`src/rtl/bridge_cmd_ctrl.sv`:
```
// bridge_cmd_ctrl: converter command decoder and H-bridge / precharge sequencer.
//
// Decodes framed commands from the filtered parallel bus and drives the
// bridge legs, the precharge/start sequencer, the fan, the fault/break and
// stop outputs, and two status LEDs.
//
// Ports:
//   clk, rstn          clock, asynchronous active-low reset
//   strobe, bus        bus strobe (word taken on strobe falling edge) and word
//   fault              active-high fault inputs, gated by FAULT_MASK
//   o_top, o_bot       bridge leg gates, bit0 = leg 1
//   o_st, o_ch         start (precharge done) and charge relay outputs
//   o_fan, o_break     fan enable, fault break output
//   o_stop             sticky stop, set by fault[STOP_IDX]
//   o_plus..o_pause_n  mode indicators
//   fault_latched      sticky record of masked faults
//   led_ready          blinking status LED (fast blink in ERROR)
//   led_done           decoder idle and sequencer idle
//
// Decoder states:
//   state    | meaning
//   D_IDLE   | waiting for an opcode word
//   D_OPC    | opcode held in op_q, waiting for confirm word 0
//   D_EXT1   | got 7, expecting 0
//   D_EXT2   | got 7,0, expecting 7
//   D_EXT3   | got 7,0,7, expecting 0
//   D_EXT4   | got 7,0,7,0, expecting sub-command X
//   D_ERROR  | fault seen; only the extended clear frame is parsed
//
// Sequencer states:
//   state         | meaning
//   SEQ_IDLE      | no start in progress
//   SEQ_PRECHARGE | counting down to raising o_st
//   SEQ_SETTLE    | counting down to dropping o_ch

module bridge_cmd_ctrl #(
  parameter int unsigned         FREQ          = 50000000,
  parameter int unsigned         BUS_W         = 3,
  parameter int unsigned         N_FAULT       = 8,
  parameter logic [N_FAULT-1:0]  FAULT_MASK    = '1,
  parameter int unsigned         STOP_IDX      = 7,
  parameter int unsigned         PRECHARGE_CYC = 750000000,
  parameter int unsigned         SETTLE_CYC    = 50000000,
  parameter int unsigned         FRAME_TO      = 1000000
) (
  input  logic               clk,
  input  logic               rstn,
  input  logic               strobe,
  input  logic [BUS_W-1:0]   bus,
  input  logic [N_FAULT-1:0] fault,
  output logic [3:0]         o_top,
  output logic [3:0]         o_bot,
  output logic               o_st,
  output logic               o_ch,
  output logic               o_fan,
  output logic               o_break,
  output logic               o_stop,
  output logic               o_plus,
  output logic               o_minus,
  output logic               o_pause_p,
  output logic               o_pause_n,
  output logic [N_FAULT-1:0] fault_latched,
  output logic               led_ready,
  output logic               led_done
);

  localparam int unsigned SEQ_MAX = (PRECHARGE_CYC > SETTLE_CYC) ? PRECHARGE_CYC - 1 : SETTLE_CYC - 1;
  localparam int SEQ_W = $clog2(SEQ_MAX) + 1;
  localparam int WD_W  = $clog2(FRAME_TO - 1) + 1;
  localparam int LED_W = $clog2(FREQ - 1) + 1;

  typedef enum logic [2:0] {D_IDLE, D_OPC, D_EXT1, D_EXT2, D_EXT3, D_EXT4, D_ERROR} dec_e;
  typedef enum logic [1:0] {SEQ_IDLE, SEQ_PRECHARGE, SEQ_SETTLE} seq_e;

  dec_e               dec_q, dec_d, home;
  seq_e               seq_q, seq_d;
  logic               err_q, err_d;
  logic [2:0]         op_q, op_d;
  logic [SEQ_W-1:0]   seq_tmr_q, seq_tmr_d;
  logic [WD_W-1:0]    wd_q, wd_d;
  logic [LED_W-1:0]   led_tmr_q, led_tmr_d;
  logic               strobe_prev_q, strobe_prev_d;
  logic [3:0]         top_q, top_d, bot_q, bot_d;
  logic               st_q, st_d, ch_q, ch_d, fan_q, fan_d, brk_q, brk_d, stop_q, stop_d;
  logic               plus_q, plus_d, minus_q, minus_d, pp_q, pp_d, pn_q, pn_d;
  logic               led_q, led_d;
  logic [N_FAULT-1:0] flat_q, flat_d, mf;
  logic               strb_fall, word_ok, seq_busy, mode_wr;
  logic [2:0]         w, mode_sel;

  always_comb begin
    dec_d         = dec_q;
    seq_d         = seq_q;
    err_d         = err_q;
    op_d          = op_q;
    seq_tmr_d     = seq_tmr_q;
    wd_d          = wd_q;
    led_tmr_d     = led_tmr_q;
    strobe_prev_d = strobe;
    top_d         = top_q;
    bot_d         = bot_q;
    st_d          = st_q;
    ch_d          = ch_q;
    fan_d         = fan_q;
    brk_d         = brk_q;
    stop_d        = stop_q;
    plus_d        = plus_q;
    minus_d       = minus_q;
    pp_d          = pp_q;
    pn_d          = pn_q;
    led_d         = led_q;
    flat_d        = flat_q;
    mode_wr       = 1'b0;
    mode_sel      = 3'd0;
    strb_fall     = strobe_prev_q & ~strobe;
    word_ok       = ((bus >> 3) == '0);
    w             = bus[2:0];
    mf            = fault & FAULT_MASK;
    home          = err_q ? D_ERROR : D_IDLE;
    seq_busy      = (seq_q != SEQ_IDLE);

    // LED blink: fast period while a fault is outstanding.
    if (led_tmr_q == '0) begin
      led_d     = ~led_q;
      led_tmr_d = err_q ? LED_W'(FREQ / 8 - 1) : LED_W'(FREQ - 1);
    end else begin
      led_tmr_d = led_tmr_q - LED_W'(1);
    end

    case (seq_q)
      SEQ_PRECHARGE: begin
        if (seq_tmr_q == '0) begin
          st_d      = 1'b1;
          seq_d     = SEQ_SETTLE;
          seq_tmr_d = SEQ_W'(SETTLE_CYC - 1);
        end else begin
          seq_tmr_d = seq_tmr_q - SEQ_W'(1);
        end
      end
      SEQ_SETTLE: begin
        if (seq_tmr_q == '0) begin
          ch_d  = 1'b0;
          seq_d = SEQ_IDLE;
        end else begin
          seq_tmr_d = seq_tmr_q - SEQ_W'(1);
        end
      end
      default: ;
    endcase

    // Frame watchdog only runs while a frame is partially received.
    if (strb_fall) begin
      wd_d = WD_W'(FRAME_TO - 1);
    end else if (dec_q != D_IDLE && dec_q != D_ERROR) begin
      if (wd_q == '0) dec_d = home;
      else            wd_d  = wd_q - WD_W'(1);
    end

    if (strb_fall) begin
      dec_d = home;
      case (dec_q)
        D_IDLE: begin
          if (word_ok) begin
            if (w == 3'd6) begin
              // Shutdown aborts the sequencer at the opcode word already.
              seq_d     = SEQ_IDLE;
              seq_tmr_d = '0;
              op_d      = w;
              dec_d     = D_OPC;
            end else if (!seq_busy) begin
              op_d  = w;
              dec_d = (w == 3'd7) ? D_EXT1 : D_OPC;
            end
          end
        end
        D_ERROR: if (word_ok && w == 3'd7) dec_d = D_EXT1;
        D_OPC: begin
          if (word_ok && w == 3'd0) begin
            case (op_q)
              3'd0: mode_wr = 1'b1;
              3'd1, 3'd2, 3'd3, 3'd4: begin
                if (st_q && !ch_q) begin
                  mode_wr  = 1'b1;
                  mode_sel = op_q;
                end
              end
              3'd5: begin
                mode_wr   = 1'b1;
                fan_d     = 1'b1;
                st_d      = 1'b0;
                ch_d      = 1'b1;
                seq_d     = SEQ_PRECHARGE;
                seq_tmr_d = SEQ_W'(PRECHARGE_CYC - 1);
              end
              3'd6: begin
                mode_wr = 1'b1;
                st_d    = 1'b0;
                ch_d    = 1'b0;
                fan_d   = 1'b0;
              end
              default: ;
            endcase
          end
        end
        D_EXT1: if (word_ok && w == 3'd0) dec_d = D_EXT2;
        D_EXT2: if (word_ok && w == 3'd7) dec_d = D_EXT3;
        D_EXT3: if (word_ok && w == 3'd0) dec_d = D_EXT4;
        D_EXT4: begin
          if (word_ok && w == 3'd1 && !err_q && !st_q && !ch_q) begin
            mode_wr  = 1'b1;
            mode_sel = 3'd1;
          end
          if (word_ok && w == 3'd2 && mf == '0) begin
            flat_d = '0;
            brk_d  = 1'b0;
            stop_d = 1'b0;
            err_d  = 1'b0;
            dec_d  = D_IDLE;
          end
        end
        default: ;
      endcase
    end

    // Fault overrides anything decoded in the same cycle.
    if (mf != '0) begin
      flat_d    = flat_q | mf;
      mode_wr   = 1'b1;
      mode_sel  = 3'd0;
      fan_d     = 1'b1;
      st_d      = 1'b0;
      ch_d      = 1'b0;
      brk_d     = 1'b1;
      if (mf[STOP_IDX]) stop_d = 1'b1;
      seq_d     = SEQ_IDLE;
      seq_tmr_d = '0;
      dec_d     = D_ERROR;
      err_d     = 1'b1;
    end

    if (mode_wr) begin
      case (mode_sel)
        3'd1:    begin top_d = 4'b0001; bot_d = 4'b0010; end
        3'd2:    begin top_d = 4'b0010; bot_d = 4'b0001; end
        3'd3:    begin top_d = 4'b0100; bot_d = 4'b1000; end
        3'd4:    begin top_d = 4'b1000; bot_d = 4'b0100; end
        default: begin top_d = 4'b0000; bot_d = 4'b0000; end
      endcase
      plus_d  = (mode_sel == 3'd1);
      minus_d = (mode_sel == 3'd2);
      pp_d    = (mode_sel == 3'd3);
      pn_d    = (mode_sel == 3'd4);
    end
  end

  always_ff @(posedge clk or negedge rstn) begin
    if (!rstn) begin
      dec_q         <= D_IDLE;
      seq_q         <= SEQ_IDLE;
      err_q         <= 1'b0;
      op_q          <= '0;
      seq_tmr_q     <= '0;
      wd_q          <= '0;
      led_tmr_q     <= '0;
      strobe_prev_q <= 1'b0;
      top_q         <= '0;
      bot_q         <= '0;
      st_q          <= 1'b0;
      ch_q          <= 1'b0;
      fan_q         <= 1'b0;
      brk_q         <= 1'b0;
      stop_q        <= 1'b0;
      plus_q        <= 1'b0;
      minus_q       <= 1'b0;
      pp_q          <= 1'b0;
      pn_q          <= 1'b0;
      led_q         <= 1'b0;
      flat_q        <= '0;
    end else begin
      dec_q         <= dec_d;
      seq_q         <= seq_d;
      err_q         <= err_d;
      op_q          <= op_d;
      seq_tmr_q     <= seq_tmr_d;
      wd_q          <= wd_d;
      led_tmr_q     <= led_tmr_d;
      strobe_prev_q <= strobe_prev_d;
      top_q         <= top_d;
      bot_q         <= bot_d;
      st_q          <= st_d;
      ch_q          <= ch_d;
      fan_q         <= fan_d;
      brk_q         <= brk_d;
      stop_q        <= stop_d;
      plus_q        <= plus_d;
      minus_q       <= minus_d;
      pp_q          <= pp_d;
      pn_q          <= pn_d;
      led_q         <= led_d;
      flat_q        <= flat_d;
    end
  end

  assign o_top         = top_q;
  assign o_bot         = bot_q;
  assign o_st          = st_q;
  assign o_ch          = ch_q;
  assign o_fan         = fan_q;
  assign o_break       = brk_q;
  assign o_stop        = stop_q;
  assign o_plus        = plus_q;
  assign o_minus       = minus_q;
  assign o_pause_p     = pp_q;
  assign o_pause_n     = pn_q;
  assign fault_latched = flat_q;
  assign led_ready     = led_q;
  assign led_done      = (dec_q == D_IDLE) && (seq_q == SEQ_IDLE);

endmodule

```
`config.mk`:
```
export PLATFORM = sky130hd
export DESIGN_NAME = bridge_cmd_ctrl
export DESIGN_NICKNAME = d
export VERILOG_FILES = /design/src/rtl/bridge_cmd_ctrl.sv
export SDC_FILE = /design/constraint.sdc
export NUM_CORES = 1
export LEC_CHECK = 0
export BUFFER_PORTS_ARGS = -buffer_cell sky130_fd_sc_hd__buf_2
export CAP_MARGIN = 20
export CORE_UTILIZATION = 30
export DETAILED_ROUTE_END_ITERATION = 10
export HOLD_SLACK_MARGIN = 0.03
export SYNTH_ARGS = -nofsm -noshare
export SYNTH_HDL_FRONTEND = slang
export SYNTH_SLANG_ARGS = --single-unit
```
`constraint.sdc`:
```
create_clock -name clk -period 5.5 [get_ports clk]
set_clock_uncertainty 0.15 [all_clocks]
set_input_delay 0.275 -clock clk [delete_from_list [all_inputs] [get_ports clk]]
set_output_delay 0.275 -clock clk [all_outputs]
set_load 0.01 [all_outputs]
```
* Word-level counts from Yosys, hierarchy flattened *
Index checks and enable logic that the tools add are counted.

cells by class
  reductions and logical operators = 38
  add/subtract/negate cells = 3
  multiplexer cells = 87
  bitwise operators = 4
  eq/ne operators = 25

operators by type and width
  cell                                                number
  two-way mux 31 bit                                  7
  one-hot mux 31 bit (2 select lines)                 2
  two-way mux 21 bit                                  3
  two-way mux 3 bit                                   19
  two-way mux 1 bit                                   32
  two-way mux 8 bit                                   4
  one-hot mux 4 bit (4 select lines)                  2
  logical NOT 31 bit                                  1
  subtractor 31 x 1 -> 31 bit, second input constant  1
  == test 3 bit, second input constant                9
  logical NOT 27 bit                                  1
  two-way mux 27 bit                                  1
  subtractor 27 x 1 -> 27 bit, second input constant  1
  two-way mux 26 bit                                  1
  == test 3 x 2 -> 1 bit, second input constant       7
  logical NOT 21 bit                                  1
  subtractor 21 x 1 -> 21 bit, second input constant  1
  one-hot mux 3 bit (6 select lines)                  1
  two-way mux 2 bit                                   8
  nonzero test 2 bit                                  7
  == test 3 x 1 -> 1 bit, second input constant       4
  nonzero test 3 bit                                  4
  logical NOT 3 bit                                   3
  logical NOT 8 bit                                   1
  21 further kinds                                    36

word-level totals
  output and inout bits = 27
  logic and storage cells = 177
  bits in registers = 114

* Longest topological paths before layout *
Gate-level depths: netlist of the first run.

  word-level depth = 10
  gate-level depth with buffers = 10
  mapped depth without buffers = 10

* Least setup slack after synthesis of the first run *
OpenSTA, ideal clock, no wires.

  kind = register -> register
  start = register seq_tmr_q[15]
  end = register seq_tmr_q[14]
  path buffers = 2
  setup slack = 2.717 ns
  cell stages (with the launch flop) = 9
  clock period less this slack = 2.783 ns
  arrival time = 2.510 ns
  cell sequence = dfrtp_1 -> or4_1 -> or3_1 -> buf_6 -> or4_4 -> buf_6 -> a21oi_1 -> a21oi_1 -> o221a_2

between the ends
  word-level cells in the longest chain between the ends = 8

RTL lines
  element                                       RTL line  RTL
  from (decl)                                   79        logic [SEQ_W-1:0] seq_tmr_q, seq_tmr_d;
  from (signal assigned)                        284       seq_tmr_q <= seq_tmr_d;
  logical NOT 31 bit (*)                        132, 141
  two-way mux 31 bit, on equally long branches  141, 132
  one-hot mux 31 bit (2 select lines) (*)       130       case (seq_q)
  two-way mux 31 bit                            179       case (op_q)
  two-way mux 31 bit                            178       if (word_ok && w == 3'd0) begin
  one-hot mux 31 bit (2 select lines)           161       case (dec_q)
  two-way mux 31 bit (*)                        159       if (strb_fall) begin
  two-way mux 31 bit (*)                        226       if (mf != '0) begin
  net seq_tmr_d[14]                             79

The timed path passes the listed nets; every way through them passes the cells marked *.
A chain may end at the register's enable or synchronous reset.

* Final worst setup path of the first run *
  start = register seq_tmr_q[9]
  end = register seq_tmr_q[25]

between the ends
  word-level cells in the longest chain between the ends = 8

RTL lines
  element                                                                   RTL line
  subtractor 31 x 1 -> 31 bit / logical NOT 31 bit (equally long branches)  -
  two-way mux 31 bit, on equally long branches                              141, 132
  one-hot mux 31 bit (2 select lines) (*)                                   130
  two-way mux 31 bit                                                        179
  two-way mux 31 bit                                                        178
  one-hot mux 31 bit (2 select lines)                                       161
  two-way mux 31 bit (*)                                                    159
  two-way mux 31 bit (*)                                                    226
  net seq_tmr_d[25]                                                         79

Marks and branches as above.

==> results_dict.tcl, run 1 <==
set metrics [dict create \
    final_util 0.348 \
    dr_total_vias 5423 \
    dp_hpwl_um 11100 \
    start_util 0.308 \
    arrival_ps 3280 \
    slowest_delay_ps 670 \
    crit_buf_inv 1 \
    area_growth_pct 12.9 \
    fmax_ghz 0.312 \
    r2r_cells 7 \
    critPathSlowestCell "nor4_1" \
    cts_setup_buffers 0 \
    port_buffers 40 \
    numClockSinks 109 \
    r2r_end "seq_tmr_q[25]$_DFF_PN0_" \
    hold_buffers 10 \
    fin_nets 749 \
    finalPower_mw 1.55 \
    synth_edf_count 0 \
    slew-limit-headroom 0.355 \
    place_congestion 0.891 \
    ant_nets 0 \
    num_io_pins 41 \
    std_cell_rows 52 \
    worstReg2RegStart "seq_tmr_q[9]$_DFF_PN0_" \
    wl_per_cell_um 16.2 \
    synthTopCellsByArea "dfrtp_1 43%, nor2_1 4.1%, xnor2_1 4.1%" \
    drt_pass1_iterations 8 \
    syn-num-nets 722 \
    finalCritPeriodShare 0.583 \
    fp.coreArea_mm2 0.0204 \
    grt_pass1_wl_um 26900 \
    initialDrtViolationCount 568 \
    vias_per_cell 5.41 \
    dieArea_mm2 0.0215 \
    ys_seq_elements 109 \
    cts-root-buf "clkbuf_16" \
    power_leakage_nw 2.80 \
    final.min_clock_period_ps 3200 \
    netlist-cell-type-count 73 \
    htree_levels 3 \
    fin_ws_ps 2300 \
    synth_most_common_cell "dfrtp_1" \
    cp-end-kind "register" \
    synthFlopType "dfrtp_1" \
    drt_wl_total_um 16200 \
    path_clk_slew_ps 80 \
    antenna_found_initial 1 \
    hold_slack_ps 141 \
    synthTopCellsByCount "109 x dfrtp_1, 69 x nor2_1, 58 x nand2_1" \
    grt_usage 0.156 \
    ys_seq_area_frac 0.435 \
    finalHoldViolations 0 \
    insertedDiodeCount 0 \
    cts.repair.resized 0 \
    grt_max_degree 58 \
    maxSlewViolCount 0 \
    powerDensity_mw_per_mm2 219 \
    synth_top_area_share 0.435 \
    insertion_delay_ps 360 \
    drc 0 \
    placedCellCount 976 \
    setup_viol 0 \
    grt_overflow 0 \
    yosys_warnings 0 \
    path_depth 7 \
    stdcell_count 1002 \
    die_x_um 147 \
    tns_ps 0 \
    finalInstanceArea_mm2 0.00708 \
    cp_cell_sequence "nor4_1 > nand3_1 > nor4_4 > inv_2 > a211oi_1 > nand2b_1 > a311oi_1" \
    r2r_setup_slack_ps 2300 \
    numCtsBuffers 9 \
    hp-start "bus[0]" \
    path_class "reg -> reg" \
    rsz0062_at_grt "no" \
    synthArstFlopShare 1.00 \
    cp_top_family "simple AND/OR/NAND/NOR gates" \
    cp.required_ps 5580 \
    worstHoldPathType "in -> reg" \
    die_y_um 147 \
    cts_buffer_depth 2 \
    syn_area_mm2 0.00627 \
    cts_tree "yes" \
    post-place-ws_ps 2340 \
    synthCells 700 \
    cp_max_fo 8 \
    syn_avg_cell_area_um2 8.96 \
    worst_ir_drop_vdd_mv 0.146 \
    synth.largest_area_cell "dfrtp_1" \
    run_status "completed" \
    worst_pin_slew_ps 959 \
    grt_pass1_vias 5095 \
    min_to "op_q[0]$_DFFE_PN0P_" \
    drive_above_1_share 0.122 \
    maxCapViolCount 0 \
    worst_setup_path_start_kind "register" \
    place_area_mm2 0.00666 \
    hold_depth 2 \
]
-- per-layer routing --
metal / track usage / part of all wire / vias up
li1: - / - / 2619
met1: 0.216 / 0.49 / 2615
met2: 0.245 / 0.46 / 160
met3: 0.0228 / 0.042 / 27
met4: 0.0568 / 0.017 / 2
met5: 0 / 0.00062 / -
-- where the power goes --
part | total [mW] | internal [mW] | switching, mW
clock network | 0.702 | 0.367 | 0.335
logic | 0.0428 | 0.0127 | 0.0300
registers | 0.803 | 0.802 | 0.00102
total | 1.55 | 1.18 | 0.366
-- area by class of cell --
cell class	count	area [um^2]
Fill cell	2077	13300
Clock buffer	9	225
Multi-Input combinational cell	533	3280
Tap cell	270	338
Sequential cell	109	2730
Clock inverter	7	90.1
Timing Repair Buffer	56	348
Inverter	18	67.6
-- worst max-delay path by stage --
stage                                    endpoint  slack, ps                     from
after floorplan           seq_tmr_q[14]$_DFF_PN0_       2720  seq_tmr_q[15]$_DFF_PN0_
after global placement    seq_tmr_q[26]$_DFF_PN0_       2440   seq_tmr_q[4]$_DFF_PN0_
after detailed placement           o_ch$_DFF_PN0_       2340   seq_tmr_q[9]$_DFF_PN0_
after CTS                          o_ch$_DFF_PN0_       2330   seq_tmr_q[9]$_DFF_PN0_
after global routing               o_ch$_DFF_PN0_       1860   seq_tmr_q[9]$_DFF_PN0_
final                     seq_tmr_q[25]$_DFF_PN0_       2300   seq_tmr_q[9]$_DFF_PN0_
-- registers in the layout, summed over array words and instances (netlist names), 2 cells and up --
name,count
op_q,3
led_tmr_q,27
seq_q,2
o_top,3
fault_latched,8
dec_q,3
wd_q,21
seq_tmr_q,31
-- placed cells by master (no fill, tap or decap), types with 4 or more instances in the layout --
cell type and n:
nor2_1 69, dlygate4sd3_1 10, dfrtp_1 109, inv_1 17, nand4_1 7, and3_1 7
or2_2 5, ha_1 8, clkbuf_16 9, nand3_1 20, a21oi_1 48, a311oi_1 4
buf_4 7, nor3_1 38, nor2b_1 9, mux2i_1 5, nor4_1 30, o211ai_1 6
nand2b_1 10, o21ai_0 29, a211oi_1 8, nand2_1 58, xor2_1 13, a31oi_1 11
and2_1 6, o31ai_1 6, buf_2 39, or3_1 22, xnor2_1 29, a21o_1 14
o21a_1 4, or4_1 9
-- cells by family after synthesis --
family | after synthesis | synth area share
mux | 7 | 0.0116
flops | 109 | 0.435
fa+ha+maj | 8 | 0.0160
xor+xnor | 42 | 0.0587
compound gates | 164 | 0.173
buf+inv | 58 | 0.0425
simple gates | 312 | 0.263
Power figures use the tool's default switching activity.
==> run 2: changes to the inputs <==
- ABC_AREA: default -> 1
- clock period: 5.5 -> 2.9 ns (I/O delays scaled with it)
==> results_dict.tcl, run 2 <==
set metrics [dict create \
    synthTopCellsByCount "214 x nand2_1, 154 x nor2_1, 109 x dfrtp_1" \
    cp_max_fo 8 \
    grt_usage 0.159 \
    drc 0 \
    fin_nets 1047 \
    cts_setup_buffers 0 \
    tns_ps 0 \
    worstHoldPathType "in -> async" \
    final_cell_mix "214 x nand2_1, 154 x nor2_1, 109 x dfrtp_1, 101 x inv_1, 81 x nand3_1" \
    ys_seq_area_frac 0.381 \
    initialDrtViolationCount 373 \
    rsz0062_at_grt "no" \
    std_cell_rows 56 \
    vias_per_cell 4.76 \
    pwr-share-clk 0.416 \
    slew-limit-headroom 0.531 \
    finalHoldViolations 0 \
    drt_pass1_iterations 5 \
    synthFlopType "dfrtp_1" \
    ys_seq_elements 109 \
    antenna_found_initial 0 \
    arrival_ps 2580 \
    ant_nets 0 \
    place_congestion 0.943 \
    dr_total_vias 6424 \
    finalCritPeriodShare 0.859 \
    yosys_warnings 0 \
    synthTopCellsByArea "dfrtp_1 38%, nand2_1 11%, nor2_1 8.1%" \
    cts.repair.resized 0 \
    worst_ir_drop_vdd_mv 0.277 \
    cts-root-buf "clkbuf_16" \
    path_class "reg -> reg" \
    largest_register "seq_tmr_q" \
    num_io_pins 41 \
    synth.largest_area_cell "dfrtp_1" \
    p_sw_mw 0.801 \
    worst_setup_path_start_kind "register" \
    synth_edf_count 0 \
    dieArea_mm2 0.0245 \
    stdcell_count 1349 \
    synth_top_area_share 0.381 \
    maxCapViolCount 0 \
    synthArstFlopShare 1.00 \
    cp-end-kind "register" \
    cp.required_ps 2990 \
    power_frac_seq 0.513 \
    drive_above_1_share 0.161 \
    syn_avg_cell_area_um2 7.31 \
    syn-num-nets 1001 \
    p_sw_frac 0.263 \
    largest_reg_flops 31 \
    synthCells 979 \
    top_regs "seq_tmr_q x31, led_tmr_q x27, wd_q x21" \
    insertedDiodeCount 0 \
    hold_buffers 10 \
    grt_max_degree 62 \
    maxSlewViolCount 0 \
    syn_area_mm2 0.00715 \
    internal_power_mw 2.25 \
    die_y_um 156 \
    fmax_ghz 0.401 \
    drt_wl_total_um 18200 \
    area_growth_pct 12.8 \
    grt_overflow 0 \
    setup_viol 0 \
    synth_most_common_cell "nand2_1" \
    wl_per_cell_um 13.5 \
    insertion_delay_ps 360 \
    numCtsBuffers 9 \
    die_x_um 156 \
    layout_commonest_cell "nand2_1" \
    power_leakage_nw 3.85 \
    path_clk_slew_ps 80 \
    placedCellCount 1323 \
    grt_pass1_wl_um 31000 \
    run_status "completed" \
    start_util 0.306 \
    cts_tree "yes" \
    fp.coreArea_mm2 0.0234 \
    netlist-cell-type-count 45 \
    fillCellCount 2523 \
    numClockSinks 109 \
    dp_hpwl_um 13500 \
    port_buffers 40 \
    worst_pin_slew_ps 701 \
    p_comb_frac 0.071 \
    final.min_clock_period_ps 2490 \
    powerDensity_mw_per_mm2 378 \
    final_util 0.345 \
    grt_pass1_vias 6133 \
    cts_buffer_depth 2 \
    htree_levels 3 \
]
## run 2: changes by cell type after synthesis, sizes merged, moves of 23 or more
| cell | delta |
|---|---|
| o21ai | +34 |
| nor4 | -32 |
| clkbuf | -24 |
| inv | +105 |
| xor2 | +23 |
| or3 | -25 |
| nand3 | +63 |
| nor2 | +107 |
| nand2 | +163 |
## run 2: cell families (layout without fill, tap and decap cells)
group / Yosys count / count (layout) / share of synthesized area
and+or+nand+nor: 531 / 531 / 0.330
buffers and inverters: 150 / 201 / 0.0925
AOI/OAI and AO/OA: 133 / 133 / 0.124
DFF: 109 / 109 / 0.381
xor gates and xnor gates: 48 / 48 / 0.0588
adders and majority gates: 8 / 8 / 0.0140
## run 2: area by class of cell
cell class              count  area (um^2)  area share
inverters                 123          472      0.0585
clock inverters             6         62.6     0.00775
well taps                 319          399      0.0495
multi-input cells         720         3760       0.466
flip-flops and latches    109         2730       0.338
repair buffers             62          405      0.0502
clock buffers              10          239      0.0296
## run 2: final timing paths
path                       slack [ps]  depth (start not counted)              startpoint                       to
setup / recovery                  410                          9      seq_q[0]$_DFF_PN0_   seq_tmr_q[4]$_DFF_PN0_
hold / removal                     40                          2                    rstn  seq_tmr_q[26]$_DFF_PN0_
setup reg to reg                  410                          9      seq_q[0]$_DFF_PN0_   seq_tmr_q[4]$_DFF_PN0_
hold reg to reg                   320                          1  led_tmr_q[0]$_DFF_PN0_   led_tmr_q[0]$_DFF_PN0_
max in group asynchronous        1810                          3                    rstn    o_pause_p$_DFFE_PN0P_
min in group clk                   50                          3                  bus[2]      op_q[2]$_DFFE_PN0P_
## run 2: worst max-delay path, stage by stage (launching register included)
cell and delay (ps):
dfrtp_1 390, inv_1 80, ha_1 200, nor2_1 560, inv_1 260, nand2_1 220, o21ai_0 190, buf_4 210
nand3_1 70, a21oi_2 60
## run 2: metal layers
metal	routed length [um]	vias to the layer above	GRT usage
li1	-	3242	-
met1	8930	3052	0.220
met2	8380	113	0.259
met3	601	17	0.0205
met4	265	0	0.0476
met5	0	-	0
## run 2: power by group through the flow
stage	Clock [mW]	Combinational (mW)	Sequential, mW
floorplan	0	0.135	1.59
global placement	0	0.208	1.59
detailed placement	0	0.212	1.59
CTS	1.31	0.223	1.57
global route	1.36	0.253	1.57
finish	1.27	0.218	1.57
## run 2: stage by stage
step                      cell area, um^2  total power [mW]  hold WS, ps  setup WS [ps]
after CTS                            8070              3.10         34.4            476
after floorplan                      7150              1.73         -301            995
final                                8070              3.05         36.1            408
after global routing                 8070              3.18         60.8            297
after detailed placement             7670              1.81         -129            485
after global placement               7670              1.80         -128            551
==> run 3: changes to the inputs <==
- BUFFER_PORTS_ARGS: -buffer_cell sky130_fd_sc_hd__buf_2 -> -buffer_cell sky130_fd_sc_hd__buf_4
- CORE_UTILIZATION: 30 -> 56
- PLACE_DENSITY: default -> 0.77
==> results_dict.tcl, run 3 (synthesis gave the netlist of run 2 again) <==
set metrics [dict create \
    run_status "completed" \
    layout_commonest_cell "nand2_1" \
    fmax_ghz 0.406 \
    fp.coreArea_mm2 0.0122 \
    area_growth_pct 11.9 \
    maxSlewViolCount 0 \
    placedCellCount 1168 \
    place_area_mm2 0.00754 \
    cp_common_cell "inv_1" \
    die_y_um 115 \
    grt_pass1_wl_um 29000 \
    insertedDiodeCount 0 \
    start_util 0.586 \
    antenna_found_initial 0 \
    drc 0 \
    path_class "reg -> reg" \
    fillCellCount 1106 \
    cp.required_ps 2990 \
    rsz0062_at_grt "no" \
    worst_pin_slew_ps 624 \
    critPathSlowestCell "nor2_1" \
    insertion_delay_ps 360 \
    maxCapViolCount 0 \
    cp_cell_sequence "inv_1 > ha_1 > nor2_1 > inv_1 > nand2_1 > o21ai_0 > nand3_1 > a21oi_2" \
    wl_per_cell_um 14.3 \
    cp_top_family "simple AND/OR/NAND/NOR gates" \
    dieArea_mm2 0.0132 \
    grt_overflow 0 \
    finalPower_mw 3.17 \
    port_buffers 40 \
    final_util 0.656 \
    cp_max_fo 8 \
    cts_buffer_depth 2 \
    power_leakage_nw 3.89 \
    numClockSinks 109 \
    crit_buf_inv 2 \
    dr_total_vias 6529 \
    finalCritPeriodShare 0.849 \
    drt_pass1_iterations 5 \
    cts_tree "yes" \
    dp_hpwl_um 12400 \
    finalInstanceArea_mm2 0.00801 \
    place_congestion 0.951 \
    drt_wl_total_um 17100 \
    numCtsBuffers 9 \
    die_x_um 115 \
    grt_pass1_vias 6146 \
    largest_reg_flops 31 \
    grt_usage 0.280 \
    fin_ws_ps 439 \
    tns_ps 0 \
    drive_above_1_share 0.156 \
    final.min_clock_period_ps 2460 \
    worst_setup_path_start_kind "register" \
    finalHoldViolations 0 \
    largest_register "seq_tmr_q" \
    fin_nets 1046 \
    hold_slack_ps 200 \
    std_cell_rows 40 \
    arrival_ps 2550 \
    stdcell_count 1197 \
    num_io_pins 41 \
    post-place-ws_ps 464 \
    cp-end-kind "register" \
    worst_ir_drop_vdd_mv 0.291 \
    vias_per_cell 5.45 \
    cts-root-buf "clkbuf_16" \
    slowest_delay_ps 530 \
    htree_levels 3 \
    initialDrtViolationCount 486 \
    worstHoldPathType "in -> async" \
    slew-limit-headroom 0.582 \
    ant_nets 0 \
    path_clk_slew_ps 70 \
    top_regs "seq_tmr_q x31, led_tmr_q x27, wd_q x21" \
    final_cell_mix "214 x nand2_1, 154 x nor2_1, 109 x dfrtp_1, 101 x inv_1, 81 x nand3_1" \
    setup_viol 0 \
    powerDensity_mw_per_mm2 396 \
    cts_setup_buffers 0 \
    grt_max_degree 64 \
]
==> run 3: changes by cell type in the layout (fill, tap and decap cells not counted), moves of 2 or more <==
cell and change:
buf_2 -39, buf_4 +35, dlygate4sd3_1 +3, bufinv_16 +2
==> run 3: power breakdown <==
part	internal [mW]	total [mW]	switching [mW]
logic	0.0792	0.222	0.143
clock network	0.792	1.38	0.587
registers	1.55	1.57	0.0216
total	2.42	3.17	0.752
==> run 3: layout make-up <==
class,instances,area (um^2),share of cell area
flip-flops and latches,109,2730,0.341
clock inverters,5,88.8,0.0111
clock buffers,11,243,0.0303
well taps,168,210,0.0263
inverters,123,472,0.0589
repair buffers,61,503,0.0628
multi-input cells,720,3760,0.470
==> run 3: repair_timing <==
action	in CTS	in global routing
endpoints found under the hold margin	59	0
gates resized for setup	0	0
hold buffers	13	0
==> run 3: layer usage <==
layer	vias up	wire, um	track usage
met4	0	330	0.0970
met5	-	0	0
li1	3242	-	-
met2	182	8210	0.463
met1	3074	7680	0.361
met3	31	920	0.0643
==> run 3: worst register-to-register path, delay by kind of cell, from the launching register on <==
kind	cells	cell delay [ps]
simple gates	3	890
compound gates	2	300
fa+ha+maj	1	290
flops	1	410
buf+inv	2	320
==> run 3: path summary, 6_finish.rpt <==
check / from / cells after the start / end / slack (ps)
worst max-delay path: seq_q[0]$_DFF_PN0_ / 8 / seq_tmr_q[20]$_DFF_PN0_ / 440
worst min-delay path: rstn / 2 / led_tmr_q[26]$_DFF_PN0_ / 200
worst max register to register: seq_q[0]$_DFF_PN0_ / 8 / seq_tmr_q[20]$_DFF_PN0_ / 440
worst min register to register: led_tmr_q[0]$_DFF_PN0_ / 1 / led_tmr_q[0]$_DFF_PN0_ / 320
max in group asynchronous: rstn / 3 / wd_q[3]$_DFFE_PN0P_ / 1670
min in group clk: strobe / 2 / strobe_prev_q$_DFF_PN0_ / 310
